File: config.mk
export PLATFORM = sky130hd
export DESIGN_NAME = step_sequencer
export DESIGN_NICKNAME = d
export VERILOG_FILES = /design/src/rtl/seq_pkg.sv /design/src/rtl/seq_step_timer.sv /design/src/rtl/step_sequencer.sv
export SDC_FILE = /design/constraint.sdc
export NUM_CORES = 1
export LEC_CHECK = 0
export CORE_MARGIN = 10
export CORE_UTILIZATION = 55
export CTS_CLUSTER_SIZE = 25
export DETAILED_ROUTE_END_ITERATION = 8
export DONT_BUFFER_PORTS = 1
export PLACE_DENSITY_LB_ADDON = 0.08
export SYNTH_ARGS = -nofsm -noshare
export SYNTH_HDL_FRONTEND = slang
export SYNTH_SLANG_ARGS = --single-unit
File: constraint.sdc
create_clock -name clk -period 4.2 [get_ports clk]
set_clock_uncertainty 0.05 [all_clocks]
set_input_delay 0.63 -clock clk [delete_from_list [all_inputs] [get_ports clk]]
set_output_delay 0.63 -clock clk [all_outputs]
set_load 0.005 [all_outputs]
File: src/rtl/seq_pkg.sv
// Shared types for the step sequencer: note codes, FSM states and pattern entries.
package seq_pkg;

    localparam logic [2:0] NOTE_C4 = 3'b000;
    localparam logic [2:0] NOTE_D4 = 3'b001;
    localparam logic [2:0] NOTE_E4 = 3'b011;
    localparam logic [2:0] NOTE_F4 = 3'b100;
    localparam logic [2:0] NOTE_G4 = 3'b110;
    localparam logic [2:0] NOTE_A4 = 3'b101;
    localparam logic [2:0] NOTE_B4 = 3'b010;
    localparam logic [2:0] NOTE_C5 = 3'b111;

    typedef enum logic {SEQ_IDLE, SEQ_RUN} seq_state_t;

    typedef struct packed {
        logic       rest;
        logic [2:0] note;
    } pat_entry_t;

    localparam pat_entry_t PAT_RESET = '{rest: 1'b1, note: NOTE_C4};

endpackage

File: src/rtl/seq_step_timer.sv
// Per-step cycle counter: flags the last cycle of a step and whether the
// upcoming cycle falls inside the gate window.
module seq_step_timer #(
    parameter int unsigned STEP_CYCLES = 6000000,
    parameter int unsigned GATE_CYCLES = 4500000
) (
    input  logic clk,
    input  logic rst,
    input  logic run,
    output logic step_tick,
    output logic gate_window
);

    localparam int unsigned CW = (STEP_CYCLES > 1) ? $clog2(STEP_CYCLES) : 1;
    localparam logic [CW-1:0] LAST = CW'(STEP_CYCLES - 1);

    logic [CW-1:0] cnt_q, cnt_d;

    assign step_tick = (cnt_q == LAST);

    // Counter only advances while staying in RUN; entering or leaving RUN zeroes it.
    always_comb begin
        cnt_d = '0;
        if (run && !step_tick) begin
            cnt_d = cnt_q + CW'(1);
        end
    end

    assign gate_window = (32'(cnt_d) < 32'(GATE_CYCLES));

    always_ff @(posedge clk) begin
        if (rst) begin
            cnt_q <= '0;
        end else begin
            cnt_q <= cnt_d;
        end
    end

endmodule

File: src/rtl/step_sequencer.sv
// Programmable note-pattern sequencer feeding the note decoder / PWM path.
// Define SEQ_LOOP_EN to loop the pattern forever; otherwise it plays once.
module step_sequencer
    import seq_pkg::*;
#(
    parameter  int unsigned NUM_STEPS   = 8,
    parameter  int unsigned STEP_CYCLES = 6000000,
    parameter  int unsigned GATE_CYCLES = 4500000,
    localparam int unsigned IW          = $clog2(NUM_STEPS)
) (
    input  logic          clk,
    input  logic          rst,
    input  logic          start,
    input  logic          stop,
    input  logic          wr_en,
    input  logic [IW-1:0] wr_step,
    input  logic [2:0]    wr_note,
    input  logic          wr_rest,
    output logic [2:0]    note,
    output logic          gate,
    output logic [IW-1:0] step_idx,
    output logic          playing
);

    localparam logic [IW-1:0] LAST_STEP = IW'(NUM_STEPS - 1);

    pat_entry_t    pat_q [NUM_STEPS];
    seq_state_t    state_q, state_d;
    logic [IW-1:0] idx_q, idx_d;
    logic [2:0]    note_q, note_d;
    logic          rest_q, rest_d;
    logic          gate_q, gate_d;
    logic          playing_q;
    logic          latch;
    logic          run_c;
    logic          step_tick;
    logic          gate_window;

    seq_step_timer #(
        .STEP_CYCLES (STEP_CYCLES),
        .GATE_CYCLES (GATE_CYCLES)
    ) u_timer (
        .clk         (clk),
        .rst         (rst),
        .run         (run_c),
        .step_tick   (step_tick),
        .gate_window (gate_window)
    );

    // Pattern store; reads see the registered contents, so a write lands one cycle later.
    always_ff @(posedge clk) begin
        if (rst) begin
            for (int i = 0; i < int'(NUM_STEPS); i++) begin
                pat_q[i] <= PAT_RESET;
            end
        end else if (wr_en) begin
            pat_q[wr_step] <= '{rest: wr_rest, note: wr_note};
        end
    end

    always_comb begin
        state_d = state_q;
        idx_d   = idx_q;
        note_d  = note_q;
        rest_d  = rest_q;
        latch   = 1'b0;
        case (state_q)
            SEQ_IDLE: begin
                if (start && !stop) begin
                    state_d = SEQ_RUN;
                    idx_d   = '0;
                    latch   = 1'b1;
                end
            end
            SEQ_RUN: begin
                if (stop) begin
                    state_d = SEQ_IDLE;
                    idx_d   = '0;
                end else if (step_tick) begin
                    if (idx_q == LAST_STEP) begin
`ifdef SEQ_LOOP_EN
                        idx_d = '0;
                        latch = 1'b1;
`else
                        state_d = SEQ_IDLE;
                        idx_d   = '0;
`endif
                    end else begin
                        idx_d = idx_q + IW'(1);
                        latch = 1'b1;
                    end
                end
            end
            default: state_d = SEQ_IDLE;
        endcase
        if (latch) begin
            note_d = pat_q[idx_d].note;
            rest_d = pat_q[idx_d].rest;
        end
    end

    assign run_c  = (state_q == SEQ_RUN) && (state_d == SEQ_RUN);
    assign gate_d = (state_d == SEQ_RUN) && !rest_d && gate_window;

    always_ff @(posedge clk) begin
        if (rst) begin
            state_q   <= SEQ_IDLE;
            idx_q     <= '0;
            note_q    <= NOTE_C4;
            rest_q    <= 1'b1;
            gate_q    <= 1'b0;
            playing_q <= 1'b0;
        end else begin
            state_q   <= state_d;
            idx_q     <= idx_d;
            note_q    <= note_d;
            rest_q    <= rest_d;
            gate_q    <= gate_d;
            playing_q <= (state_d == SEQ_RUN);
        end
    end

    assign note     = note_q;
    assign gate     = gate_q;
    assign step_idx = idx_q;
    assign playing  = playing_q;

endmodule
==> impl_metrics.toml <==
[clock_tree]
ctsResizeCount = 0
cts-buffers-inserted = 9
htreeDepth = 3
cts_setup_buffers = 0
clockBufferDepth = 2
cts-root-buf = "clkbuf_8"
hold_buffers = 0
cts_sinks = 64
clk_latency_ns = 0.34
clk_pin_slew_worst_paths_ns = 0.08
cts_tree = "yes"

[outcome]
status = "completed"

[logic_synthesis]
synth.top_cell.area_share = 0.269
synth_edf_count = 32
ys_async_sr_fraction = 0
synthTopCellsByArea = "edfxtp_1 27%, dfxtp_1 18%, nor2_1 4.4%"
synth_ff_type = "edfxtp_1"
synth_top_area_cell = "edfxtp_1"
yosysSeqAreaShare = 0.448
synth_nets = 383
synth.avg_cell_area_um2 = 9.70
netlist_area_um2 = 3570
synth_cell_types = 65
synth-seq-cells = 64
synth_cells = 368
yosysWarnings = 0

[drt]
viasPerCell = 6.18
detail-route-antenna-nets = 0
wire_per_inst_um = 17.4
drt_iter0_markers = 219
drc_errors = 0
wl_um = 7680
firstDrtPassIters = 5
vias = 2724

[place]
place_hpwl_um = 5490
port_buffers = 0
dpl_worst_slack_ns = 0.936
dp_cells = 425
routabilityCongestion = 0.899

[worst_setup_path]
startpoint_type = "register"
arrival_ns = 3.46
cp.required_ns = 4.36
worst-r2r-setup-slack_ns = 0.89
critPathLaunch = "u_timer.cnt_q[0]"
r2r-start = "u_timer.cnt_q[0]"
worstReg2RegEnd = "gate"
crit_type = "reg2reg"
crit_fanout = 9
rr_worst_depth = 8
worst_setup_path_end_kind = "register"

[power]
ir_worst_vdd_uv = 224
power_density_nw_per_um2 = 333
leakage_nw = 1.18

[global_route]
grt_pass1_wl_um = 12700
overflow = 0
antenna_found_initial = 0
grt_max_degree = 24
first_global_vias = 2556
grt_usage = 0.157

[layout]
layout.cells.non_filler = 441
final_cell_mix = "42 x nor2_1, 32 x dfxtp_1, 32 x edfxtp_1"
antenna_cells = 0
layout.nets = 374
syn_to_final_growth_pct = 5.61
drive_gt1_frac = 0.126
final_common_cell = "nor2_1"

[sta]
final-hold-violation-count = 0
worst_slack_ns = 0.894
setup_viol = 0
rsz0062_at_grt = "false"
max_slew_margin = 0.380
post-route-period-util = 0.787
fin_crit_ns = 3.31
clock.fmax_mhz = 303
drv_slew = 0
worst_pin_slew_ns = 0.931
fin_setup_tns_ns = 0

[min_path]
hold_path_end = "step_idx[2]"
hp-start = "rst"
hold_depth = 1
hold_path.class = "in2reg"

[floorplan]
die_y_um = 101
rows = 29
pin_count = 20
core_um2 = 6310
die_area_um2 = 10100
fp.dieW_um = 101
start_util = 0.566

[flow_run]
cap_violations = 0
[area by class of cell]
cell class                 instances  area [µm²]
clock inverter                     7        71.3
timing repair buffer               2        15.0
tap                               77        96.3
sequential                        64        1600
fill                             524        2540
clock buffer                       9         124
inverter                           6        22.5
multi-input combinational        276        1840
[cell families after synthesis]
family          count (synthesis)  share of synthesized area
buf+inv                        28                     0.0361
xor+xnor                       20                     0.0491
mux                            14                     0.0420
simple gates                  183                      0.289
flops                          64                      0.448
compound gates                 56                      0.125
fa+ha+maj                       3                     0.0105
[routing by layer]
metal  global-route usage  up-vias  wire length, µm
met5                    0        -                0
met3               0.0398       12              509
met2                0.210       77             3150
li1                     -     1342                -
met1                0.233     1293             3870
met4               0.0652        0              150
[cells in the mapped netlist (4+ instances only)]
cell / n
nor2_1: 42
dfxtp_1: 32
edfxtp_1: 32
and2_1: 25
nand3_1: 20
nand2_1: 15
clkbuf_1: 14
xnor2_1: 11
nand2b_1: 10
nor4_1: 10
or2_2: 10
xor2_1: 9
mux2_2: 8
nor3_1: 8
o21ai_0: 8
or3_1: 7
a21oi_1: 6
inv_1: 6
mux2i_1: 6
nand4_1: 6
o211ai_1: 6
a211oi_1: 5
or4_1: 5
and3_1: 4
buf_2: 4
nor2b_1: 4
[flip-flops by register name, summed over array words and instances (netlist names)]
register       flops
u_timer.cnt_q     23
pat_q             32
note               3
step_idx           3
rest_q             1
playing            1
gate               1
[worst max path at each step]
stage / endpoint / slack, ns / cells after the start
final: gate / 0.89 / 8
after CTS: gate / 0.93 / 8
after global routing: gate / 0.65 / 8
after detailed placement: gate / 0.94 / 8
after floorplan: rest_q / 1.29 / 10
after global placement: gate / 1.03 / 8
[power by group]
group,internal (mW),total (mW),switching (mW)
logic,0.0183,0.0430,0.0248
clock network,0.273,0.523,0.250
registers,0.677,0.689,0.0110
[critical path: stages (launching register included)]
cell and delay (ns):
dfxtp_1 0.36, ha_1 0.36, nand2_4 0.13, or4_4 0.64
o31a_1 0.37, a221oi_2 0.58, a2111oi_0 0.14, nor4_1 0.42
a211oi_1 0.13
[through the flow]
step                      power (mW)  cell area, µm²  hold WS (ns)  utilization
final                           1.25            3770         0.302        0.597
after global routing            1.31            3770         0.294        0.597
after CTS                       1.26            3770         0.293        0.597
after detailed placement       0.745            3580         0.395        0.566
after global placement         0.745            3580         0.381        0.566
after floorplan                0.732            3570         0.368            -
No activity file was read; power rests on OpenSTA's default activity.
